`src/rtl/car_trip_computer_if.sv`:
```
// Signal bundle between the gear/speed controller side and the trip computer.
// There is no valid/ready handshake on this bus: speed, gear and trip_clear
// are sampled on every rising clock edge, and every trip computer output is a
// register that reflects the inputs sampled at the previous edge.
interface car_trip_computer_if #(
   parameter int DIST_W  = 16,
   parameter int SHIFT_W = 8
);
   logic [6:0]         speed;
   logic [1:0]         gear;
   logic               trip_clear;
   logic [DIST_W-1:0]  odometer;
   logic [DIST_W-1:0]  trip_dist;
   logic [6:0]         max_speed;
   logic [SHIFT_W-1:0] shift_count;
   logic               overspeed;
   logic               gear_fault;

   // Producer of speed/gear/trip_clear, consumer of the trip results.
   modport master (
      output speed, gear, trip_clear,
      input  odometer, trip_dist, max_speed, shift_count, overspeed, gear_fault
   );

   // The trip computer itself.
   modport slave (
      input  speed, gear, trip_clear,
      output odometer, trip_dist, max_speed, shift_count, overspeed, gear_fault
   );
endinterface

```
`src/rtl/car_trip_computer.sv`:
```
// Car trip computer: integrates speed into odometer and trip distance,
// records peak trip speed, counts gear shifts, flags illegal gear codes and
// raises a debounced overspeed alarm with release hysteresis.
// UNIT_DIV must be >= 128 so that at most one distance unit accrues per cycle,
// OVER_OFF must be below OVER_ON, and HOLD must be at least 1.
module car_trip_computer #(
   parameter int UNIT_DIV = 200,
   parameter int DIST_W   = 16,
   parameter int OVER_ON  = 70,
   parameter int OVER_OFF = 65,
   parameter int HOLD     = 4,
   parameter int SHIFT_W  = 8
) (
   input  logic                 clock,
   input  logic                 reset,
   car_trip_computer_if.slave   bus,
   output logic [1:0]           o_alarm_state
);

   localparam int ACC_W  = $clog2(UNIT_DIV + 128);
   localparam int HOLD_W = $clog2(HOLD + 1);

   localparam logic [ACC_W:0]    L_UNIT     = (ACC_W+1)'(UNIT_DIV);
   localparam logic [HOLD_W-1:0] L_HOLD     = HOLD_W'(HOLD);
   localparam logic [6:0]        L_OVER_ON  = 7'(OVER_ON);
   localparam logic [6:0]        L_OVER_OFF = 7'(OVER_OFF);

   typedef enum logic [1:0] {
      ST_NORMAL  = 2'd0,
      ST_PENDING = 2'd1,
      ST_ALARM   = 2'd2
   } alarm_state_t;

   // Registers
   logic [ACC_W-1:0]   r_acc;
   logic [DIST_W-1:0]  r_odometer;
   logic [DIST_W-1:0]  r_trip_dist;
   logic [6:0]         r_max_speed;
   logic [SHIFT_W-1:0] r_shift_count;
   logic [1:0]         r_prev_gear;
   logic               r_gear_fault;
   alarm_state_t       r_state;
   logic [HOLD_W-1:0]  r_hold_cnt;
   logic               r_overspeed;

   // Combinational helpers
   logic [ACC_W:0]     w_sum;
   logic [ACC_W:0]     w_sum_wrapped;
   logic               w_tick;
   logic [ACC_W-1:0]   w_acc_next;
   logic               w_over_on;
   logic               w_under_off;

   // Speed accumulation: one unit tick whenever the running sum crosses UNIT_DIV.
   always_comb begin
      w_sum         = {1'b0, r_acc} + {{(ACC_W-6){1'b0}}, bus.speed};
      w_sum_wrapped = w_sum - L_UNIT;
      w_tick        = (w_sum >= L_UNIT);
      w_acc_next    = w_tick ? w_sum_wrapped[ACC_W-1:0] : w_sum[ACC_W-1:0];
      w_over_on     = (bus.speed >= L_OVER_ON);
      w_under_off   = (bus.speed < L_OVER_OFF);
   end

   // Distance: odometer wraps, trip distance saturates; trip_clear wins over a tick for trip only.
   always_ff @(posedge clock) begin
      if (reset) begin
         r_acc       <= '0;
         r_odometer  <= '0;
         r_trip_dist <= '0;
      end else begin
         r_acc <= bus.trip_clear ? '0 : w_acc_next;
         if (w_tick) begin
            r_odometer <= r_odometer + 1'b1;
         end
         if (bus.trip_clear) begin
            r_trip_dist <= '0;
         end else if (w_tick && (r_trip_dist != '1)) begin
            r_trip_dist <= r_trip_dist + 1'b1;
         end
      end
   end

   // Peak speed since the last trip clear; a clear restarts the peak at the current speed.
   always_ff @(posedge clock) begin
      if (reset) begin
         r_max_speed <= '0;
      end else if (bus.trip_clear) begin
         r_max_speed <= bus.speed;
      end else if (bus.speed > r_max_speed) begin
         r_max_speed <= bus.speed;
      end
   end

   // Gear tracking: gear 0 is a sticky fault and is ignored for shift counting.
   always_ff @(posedge clock) begin
      if (reset) begin
         r_prev_gear   <= 2'd1;
         r_shift_count <= '0;
         r_gear_fault  <= 1'b0;
      end else if (bus.gear == 2'd0) begin
         r_gear_fault <= 1'b1;
      end else if (bus.gear != r_prev_gear) begin
         r_prev_gear <= bus.gear;
         if (r_shift_count != '1) begin
            r_shift_count <= r_shift_count + 1'b1;
         end
      end
   end

   // Overspeed alarm FSM; overspeed is registered together with each state transition.
   always_ff @(posedge clock) begin
      if (reset) begin
         r_state     <= ST_NORMAL;
         r_hold_cnt  <= '0;
         r_overspeed <= 1'b0;
      end else begin
         case (r_state)
            ST_NORMAL: begin
               if (w_over_on) begin
                  if (HOLD == 1) begin
                     r_state     <= ST_ALARM;
                     r_hold_cnt  <= '0;
                     r_overspeed <= 1'b1;
                  end else begin
                     r_state    <= ST_PENDING;
                     r_hold_cnt <= HOLD_W'(1);
                  end
               end
            end
            ST_PENDING: begin
               if (w_over_on) begin
                  if ((r_hold_cnt + 1'b1) == L_HOLD) begin
                     r_state     <= ST_ALARM;
                     r_hold_cnt  <= '0;
                     r_overspeed <= 1'b1;
                  end else begin
                     r_hold_cnt <= r_hold_cnt + 1'b1;
                  end
               end else begin
                  r_state    <= ST_NORMAL;
                  r_hold_cnt <= '0;
               end
            end
            ST_ALARM: begin
               // Speeds in [OVER_OFF, OVER_ON) keep the alarm up (hysteresis band).
               if (w_under_off) begin
                  r_state     <= ST_NORMAL;
                  r_overspeed <= 1'b0;
               end
            end
            default: begin
               r_state     <= ST_NORMAL;
               r_hold_cnt  <= '0;
               r_overspeed <= 1'b0;
            end
         endcase
      end
   end

   assign bus.odometer    = r_odometer;
   assign bus.trip_dist   = r_trip_dist;
   assign bus.max_speed   = r_max_speed;
   assign bus.shift_count = r_shift_count;
   assign bus.overspeed   = r_overspeed;
   assign bus.gear_fault  = r_gear_fault;
   assign o_alarm_state   = r_state;

endmodule
```
`src/flat_wrapper.sv`:
```
// flat-port wrapper written by rule: the top's interface ports become plain ports
module car_trip_computer_flat 
#(
   parameter int UNIT_DIV = 200,
   parameter int DIST_W   = 16,
   parameter int OVER_ON  = 70,
   parameter int OVER_OFF = 65,
   parameter int HOLD     = 4,
   parameter int SHIFT_W  = 8
)
  (clock, reset, o_alarm_state, bus_speed, bus_gear, bus_trip_clear, bus_odometer, bus_trip_dist, bus_max_speed, bus_shift_count, bus_overspeed, bus_gear_fault);
  car_trip_computer_if #(.DIST_W(DIST_W), .SHIFT_W(SHIFT_W)) bus_i ();
  input  logic clock;
  input  logic reset;
  output logic [1:0] o_alarm_state;
  input wire logic [$bits(bus_i.speed)-1:0] bus_speed;
  input wire logic [$bits(bus_i.gear)-1:0] bus_gear;
  input wire logic [$bits(bus_i.trip_clear)-1:0] bus_trip_clear;
  output wire logic [$bits(bus_i.odometer)-1:0] bus_odometer;
  output wire logic [$bits(bus_i.trip_dist)-1:0] bus_trip_dist;
  output wire logic [$bits(bus_i.max_speed)-1:0] bus_max_speed;
  output wire logic [$bits(bus_i.shift_count)-1:0] bus_shift_count;
  output wire logic [$bits(bus_i.overspeed)-1:0] bus_overspeed;
  output wire logic [$bits(bus_i.gear_fault)-1:0] bus_gear_fault;
  assign bus_i.speed = bus_speed;
  assign bus_i.gear = bus_gear;
  assign bus_i.trip_clear = bus_trip_clear;
  assign bus_odometer = bus_i.odometer;
  assign bus_trip_dist = bus_i.trip_dist;
  assign bus_max_speed = bus_i.max_speed;
  assign bus_shift_count = bus_i.shift_count;
  assign bus_overspeed = bus_i.overspeed;
  assign bus_gear_fault = bus_i.gear_fault;
  car_trip_computer #(.UNIT_DIV(UNIT_DIV), .DIST_W(DIST_W), .OVER_ON(OVER_ON), .OVER_OFF(OVER_OFF), .HOLD(HOLD), .SHIFT_W(SHIFT_W)) u_core (.clock(clock), .reset(reset), .bus(bus_i), .o_alarm_state(o_alarm_state));
endmodule
```
`config.mk`:
```
export PLATFORM = sky130hd
export DESIGN_NAME = car_trip_computer_flat
export DESIGN_NICKNAME = d
export VERILOG_FILES = /design/src/rtl/car_trip_computer_if.sv /design/src/rtl/car_trip_computer.sv /design/src/flat_wrapper.sv
export SDC_FILE = /design/constraint.sdc
export NUM_CORES = 1
export LEC_CHECK = 0
export BUFFER_PORTS_ARGS = -buffer_cell sky130_fd_sc_hd__buf_2
export CORE_AREA = 4 4 99 82
export CTS_CLUSTER_DIAMETER = 200
export DETAILED_ROUTE_END_ITERATION = 16
export DIE_AREA = 0 0 103 86
export PLACE_DENSITY = 0.74
export SYNTH_ARGS = -nofsm -noshare
export SYNTH_HDL_FRONTEND = slang
export SYNTH_SLANG_ARGS = --single-unit
```
`constraint.sdc`:
```
create_clock -name clock -period 2.5 [get_ports clock]
set_input_delay 0.125 -clock clock [delete_from_list [all_inputs] [get_ports clock]]
set_output_delay 0.125 -clock clock [all_outputs]
set_load 0.05 [all_outputs]
```
# == After elaboration in Yosys (flattened, before gate mapping) ==
# Cells that the tools add are included.
# word_totals
register_bits,65
inputBits,12
word_cells,60
out_inout_bits,51
# op_classes
n_reduce_logical,10
mux,16
n_addsub,6
bitwise,3
n_eq_ne,11
order_cmp,4
# op_table
operator,n
$add A16 B1 Y16 const B,2
$ne A16 B16 Y1 const B,1
$mux W7,2
$add A9 B7 Y10,1
$ge A10 B8 Y1 const B,1
$mux W3,3
$mux W9,1
$pmux W3 S3,1
$sub A9 B8 Y9 const B,1
$add A8 B1 Y8 const B,1
$mux W2,4
$ne A2 B1 Y1 const B,4
$ne A8 B8 Y1 const B,1
$ge A7 B7 Y1 const B,1
$gt A7 B7 Y1,1
$lt A7 B7 Y1 const B,1
$pmux W2 S3,1
$reduce_and A3 Y1,2
$logic_not A2 Y1,2
$reduce_and A2 Y1,2
$reduce_and A4 Y1,1
$add A3 B1 Y3 const B,1
$eq A3 B3 Y1 const B,1
$mux W1,3
other kinds (9),11

# == Logic depth before layout (Yosys ltp) ==
# depth
word_depth,5
depth_mapped,11
depth_no_buf,9

# == Worst setup path after synthesis ==
# No wires, ideal clock.
# synth_timing
path_type,register -> register
startpoint,register u_core.r_acc[0]
endpoint,"register u_core.r_odometer[11], in the netlist u_core.bus.odometer[11]"
path_stages_with_launch,11
n_path_buf,1
setup_ns,0.070
synth_period_minus_slack_ns,2.692
arrival_ns,2.622
t_required_ns,2.430
path_slack_ns,-0.192
path_cell_list,dfxtp_1 > ha_1 > fa_1 > a21o_1 > a221oi_4 > a2111oi_0 > nor3_2 > a21oi_2 > buf_6 > or4_1 > a21oi_1
# synth_via
elab_chain_cells,2
# synth_rtl
item,line,text
from (decl),car_trip_computer.sv:35,logic [ACC_W-1:0] r_acc;
from (signal assigned),car_trip_computer.sv:71,r_acc <= bus.trip_clear ? '0 : w_acc_next;
$add A9 B7 Y10,car_trip_computer.sv:56,"w_sum = {1'b0, r_acc} + {{(ACC_W-6){1'b0}}, bus.speed};"
$ge A10 B8 Y1,car_trip_computer.sv:58,w_tick = (w_sum >= L_UNIT);
to (signal assigned),car_trip_computer.sv:73,r_odometer <= r_odometer + 1'b1;
to (decl),car_trip_computer.sv:36,logic [DIST_W-1:0] r_odometer;
# Every way passes these cells.
# A chain may end at the register's enable or synchronous reset.

# == Final worst setup path ==
# layout_timing
startpoint,register u_core.r_acc[0]
endpoint,"register u_core.r_odometer[15], in the netlist u_core.bus.odometer[15]"
# The elaborated chain is that of the path after synthesis.

==> results.sh <==
export IMPL_clock_path_buffers=2
export IMPL_drive_above_1_share_pct=31.5
export IMPL_status="finished, violations left"
export IMPL_synth_simple_area_share_pct=23.2
export IMPL_core_um2=7220
export IMPL_avgRoutedWirePerCell_um=15.1
export IMPL_synth_area_um2=3490
export IMPL_yosysWarningCount=0
export IMPL_layout_min_cycle_time_ps=2730
export IMPL_async_flop_share_pct=0
export IMPL_grt_pass1_wl_um=14900
export IMPL_grt_usage_pct=20.8
export IMPL_cp_end_kind="register"
export IMPL_timing_final_crit_share_pct=109
export IMPL_final_cell_mix="buf_2, dfxtp_1, a21oi_1"
export IMPL_root_buffer="clkbuf_8"
export IMPL_synth_top_family_by_area="compound AO/OA/AOI/OAI gates"
export IMPL_insertion_delay_ps=340
export IMPL_skew_ps=12.1
export IMPL_die_area_um2=8860
export IMPL_syn_avg_cell_area_um2=8.42
export IMPL_grt_max_degree=41
export IMPL_p_leak_nw=1.84
export IMPL_htree_levels=3
export IMPL_yosysSeqAreaShare_pct=37.2
export IMPL_timing_final_ws_setup_ps=-230
export IMPL_cap_violations=0
export IMPL_synthXorXnorAreaFrac_pct=3.47
export IMPL_fp_dieH_um=86
export IMPL_tns_ps=-5080
export IMPL_gp_congestion=0.877
export IMPL_port_buffers=62
export IMPL_num_rows=28
export IMPL_viasPerCell=5.70
export IMPL_slew_headroom_pct=45.9
export IMPL_initial_core_util_pct=48.4
export IMPL_area_delta_synth_final_pct=28.9
export IMPL_drt_wl_total_um=9120
export IMPL_antenna_found_initial=0
export IMPL_first_global_vias=3197
export IMPL_finalSetupViolations=36
export IMPL_antenna_left=0
export IMPL_cp_start_kind="register"
export IMPL_ios=63
export IMPL_fmaxAchievable_mhz=366
export IMPL_rsz0062_at_grt="true"
export IMPL_fp_dieW_um=103
export IMPL_final_nets=543
export IMPL_whs_ps=27.5
export IMPL_clkTransAtPathRegs_ps=80
export IMPL_layout_commonest_cell="buf_2"
export IMPL_yosysUniqueCellTypes=53
export IMPL_synthMuxAreaShare_pct=0.859
export IMPL_drv_slew=0
export IMPL_synth_seq_cells=65
export IMPL_clock_sinks=65
export IMPL_ir_worst_vdd_uv=351
export IMPL_violations="negative setup slack"
export IMPL_drt_first_iter_violations=163
export IMPL_synthAdderAreaFrac_pct=7.73
export IMPL_antenna_cells=0
export IMPL_cts_tree="done"
export IMPL_ys_flop_type="dfxtp_1"
export IMPL_dp_hpwl_um=6160
export IMPL_grt_overflow=0
export IMPL_required_ps=2770
export IMPL_numCtsBuffers=9
export IMPL_ctsHoldBuffers=0
export IMPL_crit_type="register to register"
export IMPL_powerDensity_nw_per_um2=559
export IMPL_syn_inst=415
export IMPL_tightest_slew_ps=808
export IMPL_first_pass_iters=4
export IMPL_hold_class="input pin to register"
export IMPL_via_count=3450
export IMPL_synth_edf_count=0
export IMPL_syn_nets=448
export IMPL_route_detailed_drc=0
export IMPL_worstPathArrival_ps=3000
export IMPL_synth_compound_area_share_pct=23.2
export IMPL_crit_path_max_fanout=25
export IMPL_hold_viol_final=0
## power breakdown
group	switching [mW]	internal, mW	total, mW
Clock	0.404	0.480	0.884
Combinational	0.321	0.221	0.542
Sequential	0.0248	1.07	1.09
Total	0.750	1.77	2.52
## what timing repair did
| action | CTS | global route |
|---|---|---|
| setup buffers | 6 | 1 |
| pin swaps | 21 | 6 |
| gates resized for setup | 18 | 18 |
| endpoints found under the setup margin | 36 | 37 |
| gates cloned | 3 | 0 |
## synthesized netlist by cell type, types with 2 or more instances
| cell | instances | area, um2 |
|---|---|---|
| buf_6 | 2 | 22.5 |
| nand2_1 | 28 | 105 |
| a21oi_1 | 50 | 250 |
| a21o_1 | 6 | 45.0 |
| or4_1 | 12 | 90.1 |
| xor2_1 | 8 | 70.1 |
| o21a_1 | 10 | 75.1 |
| o211ai_1 | 3 | 22.5 |
| or3_1 | 14 | 87.6 |
| nor4_1 | 5 | 31.3 |
| nor3_1 | 3 | 15.0 |
| xnor2_1 | 4 | 35.0 |
| inv_1 | 15 | 56.3 |
| and3_1 | 10 | 62.6 |
| o31ai_1 | 12 | 90.1 |
| and2_1 | 5 | 31.3 |
| o21ai_0 | 26 | 130 |
| nor2_1 | 34 | 128 |
| mux2i_1 | 3 | 30.0 |
| ha_1 | 20 | 250 |
| nand3_1 | 20 | 100 |
| o21bai_1 | 2 | 15.0 |
| and4_1 | 3 | 26.3 |
| dfxtp_1 | 65 | 1300 |
| buf_2 | 3 | 15.0 |
| a31oi_1 | 2 | 12.5 |
| nor3b_1 | 4 | 30.0 |
| clkbuf_1 | 12 | 45.0 |
| nand4_1 | 6 | 37.5 |
| o31a_1 | 5 | 43.8 |
## worst max-delay path, stage by stage, from the launching register on
cell and delay (ps):
dfxtp_2 330, ha_4 150, fa_2 330, a21o_1 200, a221oi_4 350, xnor2_2 170
nor3_4 200, a21oi_2 110, buf_12 170, or4_1 500, a21oi_1 140
## kinds of logic after synthesis
family          count (synthesis)
fa+ha+maj                      21
compound gates                128
mux                             3
xor+xnor                       13
buf+inv                        34
flops                          65
simple gates                  151
## final cells by class
class	instances	area [um2]
repair buffers	102	636
flip-flops and latches	65	1310
inverters	15	56.3
clock buffers	10	138
fillers	630	2710
multi-input cells	317	2190
clock inverters	6	57.6
well taps	90	113
## stage by stage
stage | instance area [um2] | power [mW] | setup slack, ps | instances | util [%]
floorplan | 3530 | 1.44 | -129 | 415 | -
global placement | 4090 | 1.59 | -241 | 579 | 56.7
detailed placement | 4090 | 1.59 | -289 | 579 | 56.7
CTS | 4420 | 2.51 | -211 | 604 | 61.3
global route | 4500 | 2.64 | -373 | 605 | 62.4
finish | 4500 | 2.52 | -230 | 605 | 62.4
## flip-flops by register name (all words and copies together) (netlist names)
name                    count
u_core.r_hold_cnt           3
u_core.r_acc                9
u_core.bus.overspeed        1
u_core.bus.shift_count      8
u_core.bus.odometer        16
u_core.bus.gear_fault       1
u_core.bus.trip_dist       16
u_core.o_alarm_state        2
u_core.r_prev_gear          2
u_core.bus.max_speed        7
## per-layer routing
layer  wire length [um]  part of all wire [%]  global-route usage (%)  vias to the layer above
li1                   -                     -                       -                     1717
met1               4200                    46                    27.5                     1643
met2               4410                    48                    33.7                       80
met3                384                   4.2                    4.15                       10
met4                124                   1.4                    6.94                        0
met5                  0                     0                       0                        -
## worst paths after layout
| kind | from | to | slack, ps | cells after the start |
|---|---|---|---|---|
| worst max-delay path | u_core.r_acc[0] | u_core.bus.odometer[15] | -230 | 10 |
| worst min-delay path | bus_gear[0] | u_core.r_prev_gear[0] | 30 | 3 |
| worst max register to register | u_core.r_acc[0] | u_core.bus.odometer[15] | -230 | 10 |
| worst min register to register | u_core.bus.gear_fault | u_core.bus.gear_fault | 470 | 2 |
Power figures use the tool's default switching activity.
